### src/rtl/alu_seq.sv
// Multi-byte add/sub/shift sequencer driving an 8-bit ALU and a byte-wide register file.
// Latency: len+1 cycles from accepted start to the done pulse. No backpressure; start while busy is dropped.
module alu_seq #(
    parameter int ADDR_W  = 4,
    parameter int MAX_LEN = 4,
    parameter int LEN_W   = 3
) (
    input  logic              clk,
    input  logic              rst_n,
    input  logic              start,
    input  logic [1:0]        op,
    input  logic [LEN_W-1:0]  len,
    input  logic [ADDR_W-1:0] base_a,
    input  logic [ADDR_W-1:0] base_b,
    input  logic [ADDR_W-1:0] base_d,
    output logic              busy,
    output logic              done,
    output logic              err,
    output logic              carry_flag,
    output logic [ADDR_W-1:0] rf_raddr_a,
    output logic [ADDR_W-1:0] rf_raddr_b,
    input  logic [7:0]        rf_rdata_a,
    input  logic [7:0]        rf_rdata_b,
    output logic              rf_we,
    output logic [ADDR_W-1:0] rf_waddr,
    output logic [7:0]        rf_wdata,
    output logic [3:0]        alu_instr,
    output logic [7:0]        alu_inA,
    output logic [7:0]        alu_inB,
    output logic              alu_direction,
    output logic              alu_use_carry,
    output logic              alu_carry_in,
    input  logic [7:0]        alu_data_out,
    input  logic              alu_carry_out
);

    localparam logic [1:0] S_IDLE = 2'd0;
    localparam logic [1:0] S_EXEC = 2'd1;
    localparam logic [1:0] S_DONE = 2'd2;

    localparam logic [1:0] OP_ADD = 2'b00;
    localparam logic [1:0] OP_SUB = 2'b01;
    localparam logic [1:0] OP_SHL = 2'b10;
    localparam logic [1:0] OP_SHR = 2'b11;

    localparam logic [LEN_W-1:0] MAX_LEN_C = LEN_W'(MAX_LEN);
    localparam logic [LEN_W-1:0] ONE_C     = LEN_W'(1);

    logic [1:0]        state_q, state_d;
    logic [1:0]        op_q, op_d;
    logic [LEN_W-1:0]  len_q, len_d;
    logic [LEN_W-1:0]  cnt_q, cnt_d;
    logic [ADDR_W-1:0] base_a_q, base_a_d;
    logic [ADDR_W-1:0] base_b_q, base_b_d;
    logic [ADDR_W-1:0] base_d_q, base_d_d;
    logic              carry_q, carry_d;
    logic              err_q, err_d;
    logic              cflag_q, cflag_d;

    logic              len_ok;
    logic              exec;
    logic              first_byte;
    logic              last_byte;
    logic [LEN_W-1:0]  idx;

    assign len_ok     = (len != '0) && (len <= MAX_LEN_C);
    assign exec       = (state_q == S_EXEC);
    assign first_byte = (cnt_q == '0);
    assign last_byte  = (cnt_q == len_q - ONE_C);
    // SHR walks from the MS byte down so the shifted-out bit flows towards byte 0.
    assign idx        = (op_q == OP_SHR) ? (len_q - ONE_C - cnt_q) : cnt_q;

    always_comb begin
        state_d  = state_q;
        op_d     = op_q;
        len_d    = len_q;
        cnt_d    = cnt_q;
        base_a_d = base_a_q;
        base_b_d = base_b_q;
        base_d_d = base_d_q;
        carry_d  = carry_q;
        err_d    = err_q;
        cflag_d  = cflag_q;
        case (state_q)
            S_IDLE: begin
                if (start) begin
                    err_d = !len_ok;
                    if (len_ok) begin
                        op_d     = op;
                        len_d    = len;
                        base_a_d = base_a;
                        base_b_d = base_b;
                        base_d_d = base_d;
                        carry_d  = 1'b0;
                        cflag_d  = 1'b0;
                        cnt_d    = '0;
                        state_d  = S_EXEC;
                    end else begin
                        state_d  = S_DONE;
                    end
                end
            end
            S_EXEC: begin
                carry_d = alu_carry_out;
                cnt_d   = cnt_q + ONE_C;
                if (last_byte) begin
                    cflag_d = alu_carry_out;
                    state_d = S_DONE;
                end
            end
            S_DONE: begin
                cnt_d   = '0;
                state_d = S_IDLE;
            end
            default: state_d = S_IDLE;
        endcase
    end

    always_ff @(posedge clk or negedge rst_n) begin
        if (!rst_n) begin
            state_q  <= S_IDLE;
            op_q     <= OP_ADD;
            len_q    <= '0;
            cnt_q    <= '0;
            base_a_q <= '0;
            base_b_q <= '0;
            base_d_q <= '0;
            carry_q  <= 1'b0;
            err_q    <= 1'b0;
            cflag_q  <= 1'b0;
        end else begin
            state_q  <= state_d;
            op_q     <= op_d;
            len_q    <= len_d;
            cnt_q    <= cnt_d;
            base_a_q <= base_a_d;
            base_b_q <= base_b_d;
            base_d_q <= base_d_d;
            carry_q  <= carry_d;
            err_q    <= err_d;
            cflag_q  <= cflag_d;
        end
    end

    assign busy       = (state_q != S_IDLE);
    assign done       = (state_q == S_DONE);
    assign err        = err_q;
    assign carry_flag = cflag_q;

    // Datapath outputs are purely combinational from state so reset forces them to idle values at once.
    always_comb begin
        rf_raddr_a    = '0;
        rf_raddr_b    = '0;
        rf_we         = 1'b0;
        rf_waddr      = '0;
        rf_wdata      = '0;
        alu_instr     = 4'd15;
        alu_inA       = '0;
        alu_inB       = '0;
        alu_direction = 1'b0;
        alu_use_carry = 1'b0;
        alu_carry_in  = 1'b0;
        if (exec) begin
            rf_raddr_a = base_a_q + ADDR_W'(idx);
            rf_raddr_b = base_b_q + ADDR_W'(idx);
            rf_waddr   = base_d_q + ADDR_W'(idx);
            rf_we      = 1'b1;
            rf_wdata   = alu_data_out;
            alu_inA    = rf_rdata_a;
            case (op_q)
                OP_ADD: begin
                    alu_instr    = 4'd2;
                    alu_inB      = rf_rdata_b;
                    alu_carry_in = carry_q;
                end
                OP_SUB: begin
                    alu_instr    = 4'd2;
                    alu_inB      = ~rf_rdata_b;
                    alu_carry_in = first_byte ? 1'b1 : carry_q;
                end
                default: begin
                    alu_instr     = 4'd8;
                    alu_direction = (op_q == OP_SHL);
                    alu_use_carry = 1'b1;
                    alu_carry_in  = first_byte ? 1'b0 : carry_q;
                end
            endcase
        end
    end

endmodule

### config.mk
export PLATFORM = sky130hd
export DESIGN_NAME = alu_seq
export DESIGN_NICKNAME = d
export VERILOG_FILES = /design/src/rtl/alu_seq.sv
export SDC_FILE = /design/constraint.sdc
export NUM_CORES = 1
export LEC_CHECK = 0
export CAP_MARGIN = 20
export CORE_ASPECT_RATIO = 0.8
export CORE_MARGIN = 2
export CORE_UTILIZATION = 60
export CTS_BUF_LIST = sky130_fd_sc_hd__clkbuf_8
export DETAILED_ROUTE_END_ITERATION = 8
export DONT_BUFFER_PORTS = 1
export PLACE_DENSITY = 0.82
export SYNTH_ARGS = -nofsm -noshare
export SYNTH_HDL_FRONTEND = slang
export SYNTH_SLANG_ARGS = --single-unit
export TNS_END_PERCENT = 1
### constraint.sdc
create_clock -name clk -period 5.7 [get_ports clk]
set_clock_uncertainty 0.2 [all_clocks]
set_input_delay 0.855 -clock clk [delete_from_list [all_inputs] [get_ports clk]]
set_output_delay 0.855 -clock clk [all_outputs]
set_load 0.02 [all_outputs]
==> impl_metrics.ini <==
[worst_setup_path]
cp_data_arrival_time_ns = 3.02
r2r_end = carry_flag$_DFFE_PN0P_
critPathCaptureType = primary output
critPathLaunchType = flip-flop
cp_data_required_time_ns = 4.64
r2r_start = len_q[0]$_DFFE_PN0P_
crit_type = flip-flop to primary output
r2r_cells = 8
regToRegSetupSlack_ns = 3.45
critPathMaxFanout = 4

[logic_synthesis]
synth_simple_gate_area_share_pct = 25.03
synth_top_family_by_area = simple AND/OR/NAND/NOR gates
synth_top_cell_by_area = dfrtp_1
synthAdderAreaFrac_pct = 15.37
synth_edf_count = 0
syn-instance-count = 227
synth_ff_type = dfrtp_1
synth_compound_area_share_pct = 10.18
synthArstFlopShare_pct = 100.0
ys_seq_area_share_pct = 32.85
synth_area_leaders = dfrtp_1 (33%), ha_1 (11%), nand2_1 (10%)
yosysTopAreaCellShare_pct = 32.85
avgSynthCellArea_sq_um = 8.389
synth_fp_nets = 293
synth.distinct_cells = 34
muxShareOfSynthArea_pct = 1.314
syn_area_sq_um = 1904
synth_warnings = 0
synth_xor_xnor_area_share_pct = 7.819
ys_ff_latch = 25

[power]
powerDensity_nw_per_um2 = 557.4
power.total_mw = 1.082
p_leak_nw = 0.9434
max-vdd-ir-drop_mv = 0.2991

[floorplan]
pin_count = 93
die_h_um = 54.39
rows = 18
start_util_pct = 62.17
fp.dieW_um = 66.99
die-area_sq_um = 3643
coreArea_sq_um = 3063

[cts]
cts-hold-fix-buffers = 0
clock-root-buffer = clkbuf_8
clock-sinks = 25
cts-resized-gates = 0
h-tree-depth = 1
post_cts_buffers = 0
cts_made_buffers = 3
clk_path_buf_depth = 2
cts_tree = done
insertion_delay_ns = 0.28
clk_pin_slew_ns = 0.10

[sta]
worstMarginPinSlew_ns = 0.8211
hold_viol = 0
relSlewSlack_pct = 44.89
fin_crit_sh_pct = 71.41
fmax_ghz = 0.2457
setup_violations = 0
min_period_ns = 4.071
setup_tns_ns = 0
rsz0062_at_grt = no
report.final.slew_viol_count = 0

[layout]
instances_no_fill = 261
drive_gt1_share_pct = 6.335
fin_nets = 288
layout-area-overhead-vs-synth_pct = 1.971
antenna_cells = 0

[grt]
overflow = 0
grt_max_degree = 30
grt_pass1_vias = 1387
grt_pass1_wl_um = 6099
antenna_found_initial = 0
grtUsageTotal_pct = 22.34

[routing]
first_pass_iters = 4
wl_per_cell_um = 14.85
routed_via_density = 5.609
detail-route-antenna-nets = 0
dr_total_vias = 1464
routed_wl_um = 3876
drc = 0
initialDrtViolationCount = 43

[placed_design]
dp_hpwl_um = 3009
io_buffers = 0
dp_cells = 257
globalplace.congestion = 0.7842

[outcome]
status = finished, final reports clean

[run]
drv_cap = 0

[min_path]
min_path_type = primary input to async pin
[area by class of cell]
| type | instances | area (sq um) |
|---|---|---|
| Clock buffer | 3 | 41.29 |
| Clock inverter | 1 | 8.758 |
| Fill cell | 292 | 1121 |
| Inverter | 19 | 71.32 |
| Multi-Input combinational cell | 172 | 1137 |
| Sequential cell | 25 | 625.6 |
| Tap cell | 40 | 50.05 |
| Timing Repair Buffer | 1 | 7.507 |
[metal layers]
layer	track usage [%]	vias up	wire length [um]
met3	5.350	2	331
met5	0	-	0
met2	38.17	67	1826
met1	29.23	686	1699
li1	-	709	-
met4	5.102	0	19
[state kept, by name, summed over array words and instances (netlist names)]
signal	count
base_a_q	4
base_b_q	4
base_d_q	4
carry_flag	1
carry_q	1
cnt_q	3
err	1
len_q	3
op_q	2
state_q	2
[synthesized netlist by cell type, types with 2 or more instances]
cell	n
a21o_1	4
a21oi_1	6
a31oi_1	2
and2_1	19
buf_2	2
buf_6	3
clkbuf_1	5
dfrtp_1	25
fa_1	4
ha_1	17
inv_1	19
nand2_1	51
nand2b_1	2
nand3_1	5
nor2_1	21
o21ai_0	4
o21ai_1	2
o21ai_2	5
xnor2_1	10
xor2_1	7
[worst max path at each step]
stage / start / endpoint / slack (ns)
after floorplan: len_q[0]$_DFFE_PN0P_ / rf_raddr_a[2] / 2.12
after global placement: len_q[0]$_DFFE_PN0P_ / rf_waddr[2] / 2.02
after detailed placement: len_q[0]$_DFFE_PN0P_ / rf_raddr_a[2] / 1.92
after CTS: len_q[0]$_DFFE_PN0P_ / rf_raddr_a[2] / 1.61
after global routing: len_q[0]$_DFFE_PN0P_ / rf_raddr_b[2] / 1.39
final: len_q[0]$_DFFE_PN0P_ / rf_raddr_a[2] / 1.63
[stage by stage]
stage                     instance area (sq um)  setup WS, ns  hold WS (ns)  utilization [%]
after floorplan                            1904         2.124        0.2523                -
after global placement                     1892         2.019        0.2699            61.76
after detailed placement                   1892         1.920        0.2720            61.76
after CTS                                  1942         1.606       0.04631            63.40
after global routing                       1942         1.394       0.03148            63.40
final                                      1942         1.629       0.05364            63.40
[cell usage in the layout, fill, tap and decap left out]
master and count:
a21o_1 4, a21oi_1 6, a22o_1 1, a311oi_1 1, a31oi_1 2, a41oi_2 1
and2_1 19, and4_4 1, buf_4 1, clkbuf_8 3, dfrtp_1 25, fa_1 4
ha_1 17, inv_1 19, inv_6 1, mux2_4 1, mux2i_1 1, nand2_1 51
nand2b_1 2, nand3_1 5, nand3b_1 1, nand4_1 1, nor2_1 21, nor2b_1 1
o21ai_0 4, o21ai_1 2, o21ai_2 5, o22ai_1 1, o31ai_1 1, or3_4 1
or4_1 1, xnor2_1 10, xor2_1 7
[where the power goes]
part / switching, mW / internal [mW]
logic: 0.417 / 0.220
registers: 0.0760 / 0.253
clock network: 0.0639 / 0.0514
total: 0.557 / 0.525
[cell families (layout without fill, tap and decap cells)]
family,count (synthesis),after routing
AO/OA/AOI/OAI,28,28
XOR/XNOR,17,17
adder cells (fa/ha/maj),21,21
buffers and inverters,30,24
flip-flops,25,25
multiplexers,2,2
AND/OR/NAND/NOR,104,104
[worst max-delay path, stage by stage (launching register included)]
cell and delay, ns:
dfrtp_1 0.36, inv_1 0.07, ha_1 0.33, fa_1 0.44
o21ai_0 0.41, inv_1 0.21, fa_1 0.45, xor2_1 0.17
nor2_1 0.30
No activity file was read; power rests on OpenSTA's default activity.
